==> config.mk <==
export PLATFORM = sky130hd
export DESIGN_NAME = alu_multiciclo
export DESIGN_NICKNAME = d
export VERILOG_FILES = /design/src/rtl/alu_pkg.sv /design/src/rtl/mul_div_iter.sv /design/src/rtl/alu_multiciclo.sv
export SDC_FILE = /design/constraint.sdc
export NUM_CORES = 1
export LEC_CHECK = 0
export BUFFER_PORTS_ARGS = -buffer_cell sky130_fd_sc_hd__buf_2
export CORE_ASPECT_RATIO = 1.4
export CORE_UTILIZATION = 53
export CTS_BUF_LIST = sky130_fd_sc_hd__clkbuf_2
export DETAILED_ROUTE_END_ITERATION = 7
export PLACE_DENSITY = 0.77
export SYNTH_ARGS = -nofsm -noshare
export SYNTH_HDL_FRONTEND = slang
export SYNTH_SLANG_ARGS = --single-unit
==> constraint.sdc <==
create_clock -name clk -period 4.3 [get_ports clk]
set_input_delay 0.43 -clock clk [delete_from_list [all_inputs] [get_ports clk]]
set_output_delay 0.43 -clock clk [all_outputs]
set_load 0.1 [all_outputs]
==> src/rtl/alu_pkg.sv <==
// Shared definitions for the multi-cycle ALU: opcode encodings, FSM states and engine modes.
package alu_pkg;

    localparam int WIDTH_DEF = 32;

    localparam logic [2:0] OP_AND  = 3'b000;
    localparam logic [2:0] OP_OR   = 3'b001;
    localparam logic [2:0] OP_ADD  = 3'b010;
    localparam logic [2:0] OP_MULU = 3'b011;
    localparam logic [2:0] OP_DIVU = 3'b100;
    localparam logic [2:0] OP_REMU = 3'b101;
    localparam logic [2:0] OP_SUB  = 3'b110;
    localparam logic [2:0] OP_SLT  = 3'b111;

    typedef enum logic {IDLE, RUN} state_t;
    typedef enum logic {MODE_MUL, MODE_DIV} mode_t;

    function automatic logic is_div(input logic [2:0] op);
        return (op == OP_DIVU) || (op == OP_REMU);
    endfunction

endpackage

==> src/rtl/mul_div_iter.sv <==
// Iterative engine: shift-add unsigned multiply or restoring unsigned divide, one bit per step.
module mul_div_iter
    import alu_pkg::*;
#(
    parameter int WIDTH = WIDTH_DEF
) (
    input  logic             clk,
    input  logic             rst,
    input  logic             load,
    input  mode_t            mode,
    input  logic [WIDTH-1:0] a,
    input  logic [WIDTH-1:0] b,
    input  logic             step_en,
    output logic             last_step,
    output logic [WIDTH-1:0] quot_prod,
    output logic [WIDTH-1:0] remainder
);

    localparam int CW = (WIDTH > 1) ? $clog2(WIDTH) : 1;

    mode_t            mode_q;
    logic [CW-1:0]    cnt;
    logic [WIDTH-1:0] acc;    // product accumulator / partial remainder
    logic [WIDTH-1:0] opnd;   // multiplicand (shifted left) / divisor
    logic [WIDTH-1:0] shreg;  // multiplier (shifted right) / dividend becoming quotient

    logic [WIDTH-1:0] acc_mul;
    logic [WIDTH:0]   shifted;
    logic [WIDTH:0]   diff;
    logic             qbit;
    logic [WIDTH-1:0] rem_n;
    logic [WIDTH-1:0] quo_n;

    // Outputs are the values after the step being performed this cycle, so the
    // top level can capture the final answer on the same edge as the last step.
    always_comb begin
        acc_mul = acc + (shreg[0] ? opnd : '0);
        shifted = {acc, shreg[WIDTH-1]};
        diff    = shifted - {1'b0, opnd};
        qbit    = ~diff[WIDTH];
        rem_n   = qbit ? diff[WIDTH-1:0] : shifted[WIDTH-1:0];
        quo_n   = {shreg[WIDTH-2:0], qbit};
    end

    assign last_step = (cnt == CW'(WIDTH - 1));
    assign quot_prod = (mode_q == MODE_MUL) ? acc_mul : quo_n;
    assign remainder = rem_n;

    // NOTE: state registers use non-blocking assignments so every flop samples
    // the pre-edge values of its neighbours, independent of statement order.
    always_ff @(posedge clk) begin
        if (rst) begin
            mode_q <= MODE_MUL;
            cnt    <= '0;
            acc    <= '0;
            opnd   <= '0;
            shreg  <= '0;
        end else if (load) begin
            mode_q <= mode;
            cnt    <= '0;
            acc    <= '0;
            opnd   <= (mode == MODE_MUL) ? a : b;
            shreg  <= (mode == MODE_MUL) ? b : a;
        end else if (step_en) begin
            cnt <= cnt + 1'b1;
            if (mode_q == MODE_MUL) begin
                acc   <= acc_mul;
                opnd  <= opnd << 1;
                shreg <= shreg >> 1;
            end else begin
                acc   <= rem_n;
                shreg <= quo_n;
            end
        end
    end

endmodule

==> src/rtl/alu_multiciclo.sv <==
// Multi-cycle ALU: single-cycle logic/add/sub/slt, iterative MULU/DIVU/REMU with start/busy/done.
module alu_multiciclo
    import alu_pkg::*;
#(
    parameter int WIDTH = WIDTH_DEF
) (
    input  logic             clk,
    input  logic             rst,
    input  logic             start,
    input  logic [2:0]       op,
    input  logic [WIDTH-1:0] a,
    input  logic [WIDTH-1:0] b,
    output logic [WIDTH-1:0] result,
    output logic             zero,
    output logic             busy,
    output logic             done,
    output logic             div_by_zero
);

    state_t           state, state_n;
    logic [2:0]       op_q;
    logic [WIDTH-1:0] fast_res;
    logic [WIDTH-1:0] result_n;
    logic             done_n;
    logic             dbz_n;
    logic             load;
    logic             step_en;
    mode_t            mode;
    logic             last_step;
    logic [WIDTH-1:0] quot_prod;
    logic [WIDTH-1:0] remainder;

    mul_div_iter #(.WIDTH(WIDTH)) u_engine (
        .clk       (clk),
        .rst       (rst),
        .load      (load),
        .mode      (mode),
        .a         (a),
        .b         (b),
        .step_en   (step_en),
        .last_step (last_step),
        .quot_prod (quot_prod),
        .remainder (remainder)
    );

    always_comb begin
        fast_res = '0;
        case (op)
            OP_AND:  fast_res = a & b;
            OP_OR:   fast_res = a | b;
            OP_ADD:  fast_res = a + b;
            OP_SUB:  fast_res = a - b;
            OP_SLT:  fast_res = {{(WIDTH-1){1'b0}}, ($signed(a) < $signed(b))};
            default: fast_res = '0;
        endcase
    end

    // NOTE: every signal gets its default before the case so no path can
    // leave one unassigned, which would otherwise infer a latch.
    always_comb begin
        state_n  = state;
        result_n = result;
        done_n   = 1'b0;
        dbz_n    = div_by_zero;
        load     = 1'b0;
        step_en  = 1'b0;
        mode     = MODE_MUL;
        case (state)
            IDLE: begin
                if (start) begin
                    dbz_n = 1'b0;
                    if (is_div(op) && (b == '0)) begin
                        result_n = (op == OP_DIVU) ? '1 : a;
                        dbz_n    = 1'b1;
                        done_n   = 1'b1;
                    end else if (op == OP_MULU || is_div(op)) begin
                        load    = 1'b1;
                        mode    = (op == OP_MULU) ? MODE_MUL : MODE_DIV;
                        state_n = RUN;
                    end else begin
                        result_n = fast_res;
                        done_n   = 1'b1;
                    end
                end
            end
            RUN: begin
                step_en = 1'b1;
                if (last_step) begin
                    result_n = (op_q == OP_REMU) ? remainder : quot_prod;
                    done_n   = 1'b1;
                    state_n  = IDLE;
                end
            end
            default: state_n = IDLE;
        endcase
    end

    always_ff @(posedge clk) begin
        if (rst) begin
            state       <= IDLE;
            op_q        <= OP_AND;
            result      <= '0;
            done        <= 1'b0;
            div_by_zero <= 1'b0;
        end else begin
            state       <= state_n;
            result      <= result_n;
            done        <= done_n;
            div_by_zero <= dbz_n;
            if (load) op_q <= op;
        end
    end

    assign busy = (state == RUN);
    assign zero = (result == '0);

endmodule

After elaboration in Yosys (flattened, before gate mapping). Cells that the tools add are included.

Register bits: 140. Input port bits: 70. Output and inout bits: 36. Latch bits: 0. Bits in read-only memories: 0. RAM bits: 0. Word-level logic and storage cells: 82. Memories kept: 0.

Bitwise gates (word level): 4. Shift operators: 0. Magnitude comparators: 1. $mul: 0. Mux-type cells: 38. Equal/unequal tests: 13. Div/mod/pow operators: 0. Reductions and logical operators: 11. Add/sub/neg operators: 5.

Operator list (number): $mux W32 (18); $pmux W32 S5 (1); $add A32 B32 Y32 (2); $logic_not A32 Y1 (2); $pmux W32 S2 (1); $sub A33 B32 Y33 (1); $and A32 B32 Y32 (1); $lt A32 B32 Y1 (1); $or A32 B32 Y32 (1); $sub A32 B32 Y32 (1); $mux W1 (16); $eq A3 B3 Y1 const B (5); $eq A3 B2 Y1 const B (2); $add A5 B1 Y5 const B (1); $eq A5 B5 Y1 const B (1); $ne A2 B2 Y1 const B (2); $pmux W1 S2 (2); $reduce_and A2 Y1 (2); $eq A3 B1 Y1 const B (1); $logic_not A3 Y1 (1); $ne A3 B3 Y1 const B (1); $reduce_and A3 Y1 (1); $logic_or A1 B1 Y1 (2); $ne A2 B1 Y1 const B (1); 4 further kinds (5).

Depth between registers and ports, before layout.
Word-level depth: 9. Depth in mapped cells: 16. Depth with buffers taken out: 15.

Cells and area by module. Synthesis repeated with hierarchy kept, for this count alone.

Cells, all modules: 2276. Area, all modules: 16554.6 um^2.

Modules (own cells, without submodules): mul_div_iter (sequential area each 2042.0 um^2, times used 1, cells each 1244, area each 9623.0 um^2); alu_multiciclo (sequential area each 760.7 um^2, times used 1, cells each 1032, area each 6931.6 um^2).

Worst setup path before layout. Ideal clock, no wire load.

Kind: register to register. Start point: register u_engine.shreg[31]. End point: register u_engine.acc[15]. Path buffers: 2. Cell stages (with the launch flop): 17. Setup slack: 1.011 ns. Required time: 4.168 ns. Data arrival time: 3.157 ns. Setup time: 0.132 ns. Clock period less this slack: 3.289 ns. Cell sequence: dfxtp_1 > inv_1 > ha_1 > fa_1 > nand2b_1 > a21oi_2 > o2111ai_2 > a21oi_2 > a211o_1 > nand2_2 > o21ai_2 > xor2_1 > buf_6 > buf_6 > mux2_2 > a21oi_1 > a21oi_1.

Word-level cells in the longest chain between the ends: 3.

Ends and longest elaborated chain: from (decl) (line mul_div_iter.sv:25) `logic [WIDTH-1:0] shreg;`; from (signal assigned) (line mul_div_iter.sv:63) `shreg <= (mode == MODE_MUL) ? b : a;`; from (signal assigned) (line mul_div_iter.sv:69) `shreg <= shreg >> 1;`; from (signal assigned) (line mul_div_iter.sv:72) `shreg <= quo_n;`; $sub A33 B32 Y33 (line mul_div_iter.sv:39) `diff = shifted - {1'b0, opnd};`; $mux W32 (line mul_div_iter.sv:41) `rem_n = qbit ? diff[WIDTH-1:0] : shifted[WIDTH-1:0];`; $mux W32 (line mul_div_iter.sv:66) `if (mode_q == MODE_MUL) begin`; to (signal assigned) (line mul_div_iter.sv:67) `acc <= acc_mul;`; to (signal assigned) (line mul_div_iter.sv:71) `acc <= rem_n;`; to (decl) (line mul_div_iter.sv:23) `logic [WIDTH-1:0] acc;`.

No other way between the ends. A chain may end at the register's enable or synchronous reset.

Final worst setup path.
Start point: register u_engine.shreg[31]. End point: register result[27].

Word-level cells in the longest chain between the ends: 5.

Ends and longest elaborated chain: $sub A33 B32 Y33 (line mul_div_iter.sv:39); $mux W32 (line mul_div_iter.sv:41); $mux W32 (line alu_multiciclo.sv:89) `result_n = (op_q == OP_REMU) ? remainder : quot_prod;`; $mux W32 (line alu_multiciclo.sv:88) `if (last_step) begin`; $pmux W32 S2 (line alu_multiciclo.sv:68) `case (state)`; to (signal assigned) (line alu_multiciclo.sv:107) `result <= result_n;`; to (decl) (line alu_multiciclo.sv:13) `output logic [WIDTH-1:0] result,`.

No other way between the ends. The select of a mux whose other input is x is not followed.

==> summary.txt <==
STA
  • Slew @ Worst Pin: 1260 ps
  • Min Tclk post-route: 4080 ps
  • Fmax: around 250 MHz
  • Final setup viols: 0
  • Pins over their slew limit: 0
  • Tcrit/Tclk final: between 90 and 100%
  • Final setup TNS: 0 ps
  • Final hold vios: 0
  • Final Skew: between 50 and 60 ps
  • Worst relative slew slack: 15.5%
  • RSZ-0062 raised after global routing: no

Power and ir drop
  • Clock power frac: a little under a fifth
  • Power per cell area: 274 mW/mm^2
  • Tot Pwr: around 4.7 mW
  • Internal power: 2.57 mW
  • Sw frac: 45.4%
  • Seq pwr share: 31.1%
  • Logic pwr share: around half
  • Peak supply drop: 0.000164 V
  • Net load switching power: 2.14 mW
  • P_leak: 7.54 nW

Worst setup path
  • Worst path arrival time: 4780 ps
  • Nature of the critical path startpoint: register
  • CP Class: register to register
  • Critical Path Source: u_engine.shreg[31]
  • RR Startpoint: u_engine.shreg[31]
  • Crit end category: register
  • Critical-path maximum fanout: 10
  • CP Data Required Time: ~5000 ps

Run status
  • Outcome: finished, final reports clean

Hold path
  • Min-delay worst type: input pin to register
  • Worst Min Path Start: b[30]

Synth
  • Ys async rst share: 0%
  • #FFs+latches synth: 140
  • Post-Synth Adder-Cell Area: 13.2%
  • Main combinational cell family by area after synthesis: compound AO/OA/AOI/OAI gates
  • Synth Warn #: 0
  • Post-Synth XOR/XNOR Area: 4.73%
  • Syn Std Cell Area: about 0.016 mm^2
  • Largest area contributor in the netlist: dfxtp_1
  • Yosys cell types: 81
  • Cell count after synthesis: roughly 2300
  • Top cell type's share of synthesized area: ~17%
  • Compound-cell area share of the yosys netlist: 31.3%
  • Synth Net Count: 2566
  • Top_reg_cell synth: dfxtp_1
  • Top post-synthesis cells by area: dfxtp_1, ha_1, a21oi_1, nor2_1, nand2_1
  • Part of the Yosys area used for sequential elements: 17.4%
  • Post-synth EDFFs: 0
  • Syn_area_per_cell: 6.92 um^2
  • Post-synthesis mux area share: about 4.6%
  • Synthesized-area fraction occupied by and/or/nand/nor cells: between 20% and 30%

Clock tree
  • Clock sink total: 140
  • CTS Buffer Depth: 2
  • Reg clk slew, reported paths: about 240 ps
  • Root Buffer: clkbuf_2
  • H-tree depth: 4
  • Hold-fix buffers, CTS: 0
  • Skew-Pair Late Insertion Delay: 830 ps
  • Post_cts resized: 0
  • TritonCTS clock tree: yes
  • Setup bufs post-CTS: 0
  • Num CTS Buffers: 17

Global routing
  • Global-route wire length before repair: 88700 um
  • GRT Util Overall: a little over a third
  • Initial antenna violation count: 2
  • Vias in the first global route: 16500
  • Gr ovfl total: 0
  • Largest net degree at the start of global routing: 118

Detailed routing
  • DRC: 0
  • Routed Antenna Nets: 0
  • Drt wl/cell: around 21 um
  • Drt pass-1 iters: 6
  • Via density per instance: 6.46
  • Drt total wl: 57100 um
  • DRT iter0 DRCs: 1716
  • Via count: 17700

Die
  • Row count: 75
  • Die height: 208 um
  • DIE AREA: 0.0311 mm^2
  • Total core area: 0.0299 mm^2
  • IO Count: 106
  • Initial Util: roughly 54%
  • Horiz. Die Dim: between 100 and 150 um

Job
  • MaxCap Viol Count: 0

Placement
  • GPL Wtd Cong: 1.02
  • Number of port buffers: 105
  • Cell Area, Placed: 0.0169 mm^2
  • DP Wirelength: 44300 um

Final layout
  • Share of cells above drive strength 1: 9.86%
  • # fillers: 2898
  • Area Growth Syn to Fin: 6.67%
  • Final Cell Area: 0.0172 mm^2
  • Most frequent cells in the layout: nor2_1, a21oi_1, nand2_1
  • Most common cell after layout, fill and taps aside: nor2_1
  • Nets: 2579
==> critical path, cell delays in order, from the launching register on <==
cell	delay, ps
dfxtp_1	360
inv_1	150
ha_1	290
fa_1	420
nand2b_1	190
a21oi_2	200
o2111ai_2	180
a21oi_2	230
a211o_1	240
nand2_2	90
o21ai_2	250
xor2_4	320
buf_4	250
mux2_2	360
o21ai_0	270
o21ai_0	150
==> per-stage QoR <==
| stage | instances | utilization, % | setup WS (ps) | hold slack, ps |
|---|---|---|---|---|
| 6_report | 2742 | 57.4 | 224 | 61.8 |
| 5_1_grt | 2741 | 57.4 | 8.34 | 87.0 |
| 4_1_cts | 2739 | 57.4 | 284 | 21.8 |
| 3_5_place_dp | 2707 | 56.5 | 316 | 464 |
| 3_3_place_gp | 2707 | 56.5 | 299 | 445 |
| 2_1_floorplan | 2328 | - | 1010 | 437 |
==> path summary, 6_finish.rpt <==
kind | endpoint | cells after the start | slack (ps)
setup / recovery | result[27] | 15 | 220
hold / removal | u_engine.shreg[30] | 5 | 60
setup reg to reg | result[27] | 15 | 220
hold reg to reg | op_q[2] | 2 | 490
==> synth_stat cells (19+ instances only) <==
cell	number
nor4_1	23
o22ai_1	19
xor2_1	32
nand2_1	204
and2_1	57
o221ai_1	20
nor2_1	318
a21oi_1	295
nor3_1	32
dfxtp_1	140
ha_1	164
nand2b_1	21
inv_1	169
a311oi_1	37
nand3_1	19
a31oi_1	20
o211ai_1	26
mux2i_1	47
xnor2_1	55
clkbuf_1	132
a211oi_1	78
nand4_1	21
a21o_1	34
mux2_2	24
o21ai_0	115
==> logic make-up after synthesis <==
kind of cell    after synthesis
compound gates              784
xor+xnor                     87
fa+ha+maj                   168
buf+inv                     321
flops                       140
mux                          71
simple gates                757
==> routing by layer <==
layer  vias up  GRT usage (%)  wire length [um]
li1       8351              -                 -
met1      8293           46.4             23200
met2       897           58.2             26100
met3       170           4.65              4730
met4         0           19.1              3100
met5         -              0                 0
==> layout make-up <==
| class | count | area (um^2) | area share (%) |
|---|---|---|---|
| Multi-Input combinational cell | 1867 | 12100 | 70.5 |
| Sequential cell | 140 | 2810 | 16.3 |
| Timing Repair Buffer | 144 | 856 | 4.98 |
| Inverter | 171 | 642 | 3.74 |
| Tap cell | 385 | 482 | 2.80 |
| Clock inverter | 15 | 185 | 1.08 |
| Clock buffer | 17 | 85.1 | 0.495 |
| Antenna cell | 3 | 7.51 | 0.0437 |
==> power groups by stage <==
stage          registers (mW)  logic [mW]  clock network (mW)
5_1_grt                  1.47        2.51               0.955
3_5_place_dp             1.48        2.27                   0
2_1_floorplan            1.60        1.57                   0
6_report                 1.47        2.34               0.903
3_3_place_gp             1.48        2.24                   0
4_1_cts                  1.46        2.28               0.906
==> sequential cells by signal, summed over array words and instances, names as in the netlist <==
signal,cells
u_engine.cnt,5
busy,1
u_engine.opnd,32
op_q,3
div_by_zero,1
u_engine.shreg,32
u_engine.acc,32
u_engine.mode_q,1
result,32
done,1
(Power assumes the default switching activity.)
